[config.mk]
export PLATFORM = sky130hd
export DESIGN_NAME = ro_puf_sel_counter
export DESIGN_NICKNAME = d
export VERILOG_FILES = /design/src/rtl/ro_puf_sel_counter.sv
export SDC_FILE = /design/constraint.sdc
export NUM_CORES = 1
export LEC_CHECK = 0
export CAP_MARGIN = 0
export CELL_PAD_IN_SITES_DETAIL_PLACEMENT = 0
export CELL_PAD_IN_SITES_GLOBAL_PLACEMENT = 1
export CORE_MARGIN = 4
export CORE_UTILIZATION = 41
export DETAILED_ROUTE_END_ITERATION = 12
export PLACE_DENSITY_LB_ADDON = 0.3
export SETUP_SLACK_MARGIN = 0.05
export SLEW_MARGIN = 5
export SYNTH_ARGS = -nofsm -noshare
export SYNTH_HDL_FRONTEND = slang
export SYNTH_SLANG_ARGS = --single-unit
[constraint.sdc]
create_clock -name clk -period 2.8 [get_ports clk]
set_input_delay 0.28 -clock clk [delete_from_list [all_inputs] [get_ports clk]]
set_output_delay 0.28 -clock clk [all_outputs]
set_load 0.05 [all_outputs]
[src/rtl/ro_puf_sel_counter.sv]
// RO PUF channel selector and windowed rising-edge counter.
// Optional build macro ROSEL_SATURATE_EN: running counter saturates instead of wrapping.
//
// state  | meaning
// IDLE   | waiting for start; sel/window latched on accept
// SETTLE | 3 cycles flushing sync1/sync2/sync3 from the new channel; counter cleared
// COUNT  | window cycles counting sync2 & ~sync3
// DONE   | single cycle; result moved to the output registers
module ro_puf_sel_counter #(
    parameter int N_IN  = 16,
    parameter int SEL_W = $clog2(N_IN),
    parameter int CNT_W = 16,
    parameter int WIN_W = 16
) (
    input  logic             clk,
    input  logic             rst,
    input  logic [N_IN-1:0]  ro_in,
    input  logic             start,
    input  logic [SEL_W-1:0] sel,
    input  logic [WIN_W-1:0] window,
    output logic             busy,
    output logic             done,
    output logic [CNT_W-1:0] count,
    output logic             sel_err
);

    localparam logic [1:0] IDLE   = 2'd0;
    localparam logic [1:0] SETTLE = 2'd1;
    localparam logic [1:0] COUNT  = 2'd2;
    localparam logic [1:0] DONE   = 2'd3;

    logic [1:0]       state;
    logic [SEL_W-1:0] sel_q;
    logic [WIN_W-1:0] win_q;
    logic [WIN_W-1:0] timer;
    logic [CNT_W-1:0] cnt;
    logic [CNT_W-1:0] cnt_inc;
    logic             err_q;
    logic             sync1, sync2, sync3;
    logic             ro_sel;
    logic             edge_det;
    logic             sel_bad;
    logic             done_r, sel_err_r;
    logic [CNT_W-1:0] count_r;

    // Mux driven only from the latched select so port changes cannot disturb a run
    always_comb begin
        ro_sel = 1'b0;
        for (int i = 0; i < N_IN; i++) begin
            if (sel_q == SEL_W'(i)) ro_sel = ro_in[i];
        end
    end

    assign sel_bad  = ({1'b0, sel} >= (SEL_W+1)'(N_IN));
    assign edge_det = sync2 & ~sync3;

`ifdef ROSEL_SATURATE_EN
    assign cnt_inc = (&cnt) ? cnt : cnt + 1'b1;
`else
    assign cnt_inc = cnt + 1'b1;
`endif

    always_ff @(posedge clk) begin
        if (rst) begin
            state     <= IDLE;
            sel_q     <= '0;
            win_q     <= '0;
            timer     <= '0;
            cnt       <= '0;
            err_q     <= 1'b0;
            sync1     <= 1'b0;
            sync2     <= 1'b0;
            sync3     <= 1'b0;
            done_r    <= 1'b0;
            sel_err_r <= 1'b0;
            count_r   <= '0;
        end else begin
            sync1     <= ro_sel;
            sync2     <= sync1;
            sync3     <= sync2;
            done_r    <= 1'b0;
            sel_err_r <= 1'b0;
            case (state)
                IDLE: begin
                    // The done cycle itself shows state IDLE; a start there is dropped
                    if (start && !done_r) begin
                        sel_q <= sel;
                        win_q <= window;
                        err_q <= sel_bad;
                        if (sel_bad) begin
                            state <= DONE;
                        end else begin
                            state <= SETTLE;
                            timer <= WIN_W'(2);
                        end
                    end
                end
                SETTLE: begin
                    cnt <= '0;
                    if (timer == '0) begin
                        if (win_q == '0) begin
                            state <= DONE;
                        end else begin
                            state <= COUNT;
                            timer <= win_q - 1'b1;
                        end
                    end else begin
                        timer <= timer - 1'b1;
                    end
                end
                COUNT: begin
                    if (edge_det) cnt <= cnt_inc;
                    if (timer == '0) state <= DONE;
                    else             timer <= timer - 1'b1;
                end
                DONE: begin
                    done_r    <= 1'b1;
                    sel_err_r <= err_q;
                    count_r   <= err_q ? '0 : cnt;
                    state     <= IDLE;
                end
                default: state <= IDLE;
            endcase
        end
    end

    assign busy    = (state != IDLE);
    assign done    = done_r;
    assign sel_err = sel_err_r;
    assign count   = count_r;

endmodule

==> results of run 1 <==
-- worst max-delay path by stage --
| stage | endpoint | startpoint | depth (start not counted) | slack [ns] |
|---|---|---|---|---|
| final | busy | state[0]$_SDFFE_PP0P_ | 4 | 0.42 |
| after global placement | cnt[15]$_SDFFE_PP0P_ | state[0]$_SDFFE_PP0P_ | 8 | 0.50 |
| after global routing | cnt[15]$_SDFFE_PP0P_ | state[0]$_SDFFE_PP0P_ | 8 | 0.22 |
| after detailed placement | cnt[13]$_SDFFE_PP0P_ | state[0]$_SDFFE_PP0P_ | 8 | 0.47 |
| after floorplan | timer[2]$_SDFFE_PP0P_ | done$_SDFF_PP0_ | 6 | 0.76 |
| after CTS | busy | state[0]$_SDFFE_PP0P_ | 4 | 0.39 |
-- kinds of logic after synthesis --
family	Yosys count	share of synthesized area
AND/OR/NAND/NOR	194	0.250
flip-flops	74	0.380
other	1	0.000961
buffers and inverters	32	0.0337
AO/OA/AOI/OAI	95	0.170
multiplexers	25	0.0709
adder cells (fa/ha/maj)	8	0.0257
XOR/XNOR	31	0.0696
-- layout make-up --
class | count | area, µm²
timing repair buffer | 64 | 616
clock inverter | 6 | 115
sequential | 74 | 1480
tap | 129 | 161
multi-input combinational | 354 | 2290
inverter | 12 | 45.0
clock buffer | 9 | 124
fill | 889 | 4410
-- critical path, cell delays in order, from the launching register on --
cell	delay (ns)
dfxtp_1	0.44
inv_1	0.09
ha_1	0.25
inv_1	0.13
clkdlybuf4s50_1	0.85
-- metal layers --
layer / vias to the layer above / GRT usage
li1: 1731 / -
met1: 1533 / 0.241
met2: 103 / 0.254
met3: 10 / 0.0343
met4: 0 / 0.0657
met5: - / 0
-- flip-flops by register name (all words and copies together) (netlist names) --
register / flops
count: 16
timer: 16
state: 2
sync1: 1
sync3: 1
sel_q: 4
done: 1
sync2: 1
cnt: 16
win_q: 16
-- stage by stage --
| stage | utilization | instances | total power, W | hold WS (ns) | worst slack, ns |
|---|---|---|---|---|---|
| after global routing | 0.523 | 648 | 0.00525 | 0.298 | 0.216 |
| after floorplan | - | 460 | 0.00329 | 0.414 | 0.762 |
| after CTS | 0.523 | 648 | 0.00494 | 0.268 | 0.387 |
| final | 0.523 | 648 | 0.00493 | 0.276 | 0.424 |
| after global placement | 0.497 | 633 | 0.00393 | 0.416 | 0.505 |
| after detailed placement | 0.497 | 633 | 0.00392 | 0.428 | 0.468 |
-- power by group through the flow --
stage	logic [W]	clock network (W)	registers, W
after global placement	0.00258	0	0.00135
after CTS	0.00258	0.00103	0.00133
final	0.00259	0.00100	0.00133
after detailed placement	0.00257	0	0.00135
after floorplan	0.00198	0	0.00131
after global routing	0.00282	0.00107	0.00136
-- cells in the final DEF (no fill, tap or decap), types with 9 or more instances in the layout --
master and instances:
a21oi_1 29, clkbuf_8 9, xor2_1 13, o21ai_0 16, nand2_1 66, nor2_1 49
nand3_1 13, nor3_1 14, dfxtp_1 74, mux2i_1 22, xnor2_1 18, clkdlybuf4s50_1 55
inv_1 12
==> key figures, run 1 <==
Routing
  • DRT met1 WL: 4.46 mm
  • DR top layer: met4
  • Met3 wire length: 625 µm
  • Vias: 3,377
  • DR WL met2: 4.02 mm
  • Vias/cell: 5.21
  • Wire length per cell: 14.2 µm
  • Drt first pass iters: 7
  • DRC viols: 0
  • Total Routed Length: roughly 9.2 mm
  • First DRT Iteration DRCs: 202
  • ANT nets after route: 0

Global route
  • Pin count of the biggest net entering global routing: 44
  • Overall overflow remaining after global route: 0
  • GRT Overall Usage: 0.170
  • Initial antenna violation count: 0
  • First-pass GRT wire length: roughly 16 mm
  • Vias in the first global route: 3,271

STA
  • Final slew viol count: 0
  • Final Hold Viols: 0
  • Fin crit share: 0.849
  • Final setup violation count: 0
  • Fmax achieved: ~420 MHz
  • Min Tclk post-route: 2.38 ns
  • RSZ-0062 raised after global routing: no
  • TNS Setup: 0 ns
  • Clock Skews: 0.0103 ns
  • Least-Margin Pin Slew: 0.662 ns
  • Slew headroom: 0.555

Worst hold path
  • Hold Crit Start: rst
  • Hold/Removal Path Class: in2reg
  • Cell count of the worst hold path: 2
  • Worst hold path endpoint: cnt[1]$_SDFFE_PP0P_

Floorplan
  • Core ar.: 9240 µm²
  • # rows: 35
  • Number of placed I/O pins: 58
  • Overall die height: 106 µm
  • Initial cell density of the core: 0.422
  • Chip Width: about 110 µm
  • Die area: between 10,000 and 15,000 µm²

CTS
  • Clock transition at path regs: 0.08 ns
  • CTS Buf Count: 9
  • CTS Sinks: 74
  • Clock buffer depth: 2
  • CTS resizes: 0
  • H-tree depth: 3
  • Post-CTS Setup Inserts: 0
  • TritonCTS clock tree: done
  • Clock latency on the worst-skew pair: 0.35 ns
  • Post-CTS Hold Buffers: 0
  • Root buffer cell: clkbuf_8

Critical path
  • Worst Setup Path Type: reg2out
  • Critical path peak fanout: 6
  • Worst r2r dst: timer[10]$_SDFFE_PP0P_
  • WP data required: 2.52 ns
  • R2R cell count: 8
  • CP endpoint kind: primary output
  • Arrival @ worst endpoint: 2.10 ns
  • Setup slack, reg-to-reg: around 0.46 ns
  • R2R Path Start: win_q[0]$_SDFFE_PP0P_
  • Startpoint types: register

Final layout
  • Layout area overhead: 23.8%
  • Share of layout cells above drive strength 1: 0.0925
  • Ant diodes: 0
  • Design area: 4830 µm²
  • Nets@finish: 562

Logic synthesis
  • Synth area leader: dfxtp_1
  • Ys Warns: 0
  • Sequential cell area fraction in the yosys report: 0.380
  • Synth unique cells: 69
  • Syn Area/Cell: 8.48 µm²
  • Top-area cell type share of the netlist area: 0.380
  • Mapped Area: 3900 µm²
  • Post-synthesis instance total: between 400 and 500
  • Primary FF master, synth: dfxtp_1
  • Post-synth top cells: 74 x dfxtp_1, 66 x nand2_1, 49 x nor2_1
  • EDFF count, synth: 0
  • Area contributors post-synth: dfxtp_1 38%, nand2_1 6.4%, mux2i_1 5.6%, nor2_1 4.7%, xnor2_1 4.0%
  • #FFs+latches synth: 74
  • Ys async rst share: 0
  • Syn_nets: a little over 500
  • Top-count cell post-synth: dfxtp_1

Placed design
  • HPWL Detailed: 6.84 mm
  • Placed cell area: 4590 µm²
  • Number of buffers added on ports: 56
  • Final Wtd Congestion: 0.971

Job
  • MaxCap Viol Count: 0

Power
  • P_leak: 1.75 nW
  • Sequential share of power: 0.270
  • Power Internal: about 0.0028 W
  • Sw frac: 0.439
  • Max VDD drop: 0.338 mV
  • Net Sw Power: 0.00216 W
  • Clk pwr share: 0.204
  • Combinational share of power: 0.526
  • Pwr dens: 1020 nW/µm²

Run status
  • Status: finished, final reports clean
No activity file was read; power rests on OpenSTA's default activity.
==> inputs of run 2 (changes only) <==
- clock period: 2.8 -> 2.4 ns (I/O delays scaled with it)
==> run 2 against run 1 <==
Effect of this change:
- hold slack lost 0.0093 ns
- non-clock buffer count rose by 7
- clock power grew 6%
- cell count rose by 1.1%
- first-iteration DRC count down 28%
- clock skew grew 0.0015 ns
- flip-flop and latch count unchanged
- largest cell class unchanged
==> key figures, run 2 (synthesis gave the netlist of run 1 again) <==
STA
  • Slew headroom: 0.600 (+0.0446)
  • Least-Margin Pin Slew: 0.600 ns (-0.0629 ns)
  • Min Tclk post-route: 2.16 ns
  • Final Hold Viols: 0 (unchanged)
  • Final worst slack: 0.239 ns (-0.185 ns)
  • Final setup violation count: 0 (unchanged)
  • Fin crit share: 0.900
  • RSZ-0062 raised after global routing: yes
  • Final slew viol count: 0 (unchanged)
  • TNS Setup: 0 ns (unchanged)
  • Fmax achieved: 463 MHz
  • Clock Skews: 0.0119 ns (+0.00152 ns)

Routing
  • Drt first pass iters: 5 (-2)
  • Wire length per cell: 14.5 µm (+1.9%)
  • Total Routed Length: 9.50 mm (+3.0%)
  • ANT nets after route: 0 (unchanged)
  • First DRT Iteration DRCs: 146 (-28%)
  • Vias/cell: 5.32 (+2.0%)
  • Vias: 3,483 (+3.1%)
  • DRC viols: 0 (unchanged)

CTS
  • TritonCTS clock tree: done
  • Post-CTS Setup Inserts: 0 (unchanged)
  • Clock latency on the worst-skew pair: 0.35 ns (about the same)
  • Post-CTS Hold Buffers: 0 (unchanged)
  • CTS Sinks: 74 (unchanged)
  • Clock buffer depth: 2 (unchanged)
  • Root buffer cell: clkbuf_8
  • Clock transition at path regs: 0.08 ns (about the same)
  • H-tree depth: 3 (unchanged)
  • CTS Buf Count: 9 (unchanged)

Global route
  • Initial antenna violation count: 0 (unchanged)
  • First-pass GRT wire length: 16.0 mm (+2.1%)
  • Grt met1 use: 0.242 (+0.00111)
  • GRT Overall Usage: 0.173 (+0.00250)
  • Met2 GRT Util: 0.262 (+0.00820)
  • Vias in the first global route: 3,302 (+0.95%)
  • Pin count of the biggest net entering global routing: 30 (-32%)
  • GRT busiest layer: met2
  • Overall overflow remaining after global route: 0 (unchanged)
  • Met3 usage: 0.0361 (+0.00184)

Final layout
  • Share of layout cells above drive strength 1: 0.106 (+0.0140)
  • Ant diodes: 0 (unchanged)
  • Most frequent cells in the layout: 74 x dfxtp_1, 66 x nand2_1, 54 x clkdlybuf4s50_1, 49 x nor2_1, 29 x a21oi_1
  • Nets@finish: 569 (+1.2%)
  • Commonest non-fill, non-tap cell in the layout: dfxtp_1
  • Layout area overhead: 24.8%
  • Fillers: 895 (+0.67%)

Critical path
  • Critical path peak fanout: 9 (+3)
  • WP data required: 2.63 ns (+0.11 ns)
  • Cell Chain, Critical Path: or4_1 -> and4bb_4 -> nand2_4 -> o311ai_2 -> a2bb2oi_1 -> a21oi_1
  • Arrival @ worst endpoint: 2.39 ns (+0.29 ns)
  • Worst Setup Path Type: reg2reg
  • Startpoint types: register
  • CP endpoint kind: register
  • Critical Path Max Stage Delay: 0.53 ns (-0.32 ns)
  • Slowest-stage cell, CP: or4_1

Floorplan
  • Initial cell density of the core: 0.422 (unchanged)
  • Number of placed I/O pins: 58 (unchanged)
  • Die area: 11,100 µm² (unchanged)
  • # rows: 35 (unchanged)
  • Core ar.: 9240 µm² (unchanged)
  • Chip Width: 106 µm (unchanged)
  • Overall die height: 106 µm (unchanged)

Job
  • MaxCap Viol Count: 0 (unchanged)

Power
  • Max VDD drop: 0.456 mV (+35%)
  • Pwr dens: 1180 nW/µm² (+16%)
  • Tot Pwr: 0.00576 W (+17%)
  • P_leak: 1.78 nW (+1.5%)

Placed design
  • Number of buffers added on ports: 56 (unchanged)
  • Final Wtd Congestion: 0.957 (-1.4%)
  • HPWL Detailed: 7.15 mm (+4.6%)
  • Dpl ws: 0.172 ns (-0.295 ns)

Worst hold path
  • Hold/Removal Path Class: in2reg

Run status
  • Status: finished, final reports clean
## run 2: cell count changes in the layout (fill, tap and decap cells not counted), sizes merged
cell and delta:
dlygate4sd2 +1, bufinv -1, clkdlybuf4s50 -1, clkinv +1, buf +7
## run 2: critical path: cells and delay by family (launching register included)
kind            cells  cell delay, ns
simple gates        3            1.00
compound gates      3            0.68
flops               1            0.37
## run 2: repair_timing
action,CTS,global route
endpoints found under the setup margin,1,9
gates resized for setup,1,3
pin swaps,0,0
## run 2: per-stage QoR
step / instance area (µm²) / std cells / hold slack [ns] / utilization
after detailed placement: 4640 / 640 / 0.423 / 0.503
after floorplan: 3900 / 460 / 0.376 / -
after global routing: 4870 / 655 / 0.263 / 0.527
after global placement: 4640 / 640 / 0.430 / 0.503
final: 4870 / 655 / 0.267 / 0.527
after CTS: 4860 / 655 / 0.252 / 0.526
## run 2: area by class of cell
| cell class | instances | area (µm²) | share of cell area |
|---|---|---|---|
| Timing Repair Buffer | 71 | 667 | 0.137 |
| Clock inverter | 6 | 90.1 | 0.0185 |
| Inverter | 12 | 45.0 | 0.00925 |
| Clock buffer | 9 | 124 | 0.0254 |
| Multi-Input combinational cell | 354 | 2300 | 0.473 |
| Tap cell | 129 | 161 | 0.0331 |
| Sequential cell | 74 | 1480 | 0.304 |
## run 2: routing by layer
layer,routed length (µm),up-vias,part of all wire
li1,-,1756,-
met1,4570,1592,0.48
met2,4140,123,0.44
met3,665,12,0.070
met4,131,0,0.014
met5,0,-,0
## run 2: worst paths after layout
path                                             start                     to  slack, ns  depth (start not counted)
worst min-delay path                               rst  count[6]$_SDFFE_PP0P_       0.27                          2
worst min register to register        sync1$_SDFF_PP0_       sync2$_SDFF_PP0_       0.44                          1
worst max register to register  timer[10]$_SDFFE_PP0P_  timer[2]$_SDFFE_PP0P_       0.24                          6
worst max-delay path            timer[10]$_SDFFE_PP0P_  timer[2]$_SDFFE_PP0P_       0.24                          6
## run 2: power by group
group / internal [W] / total (W) / switching (W)
Clock: 0.000583 / 0.00106 / 0.000479
Combinational: 0.00123 / 0.00314 / 0.00191
Sequential: 0.00137 / 0.00155 / 0.000182
Total: 0.00318 / 0.00576 / 0.00257
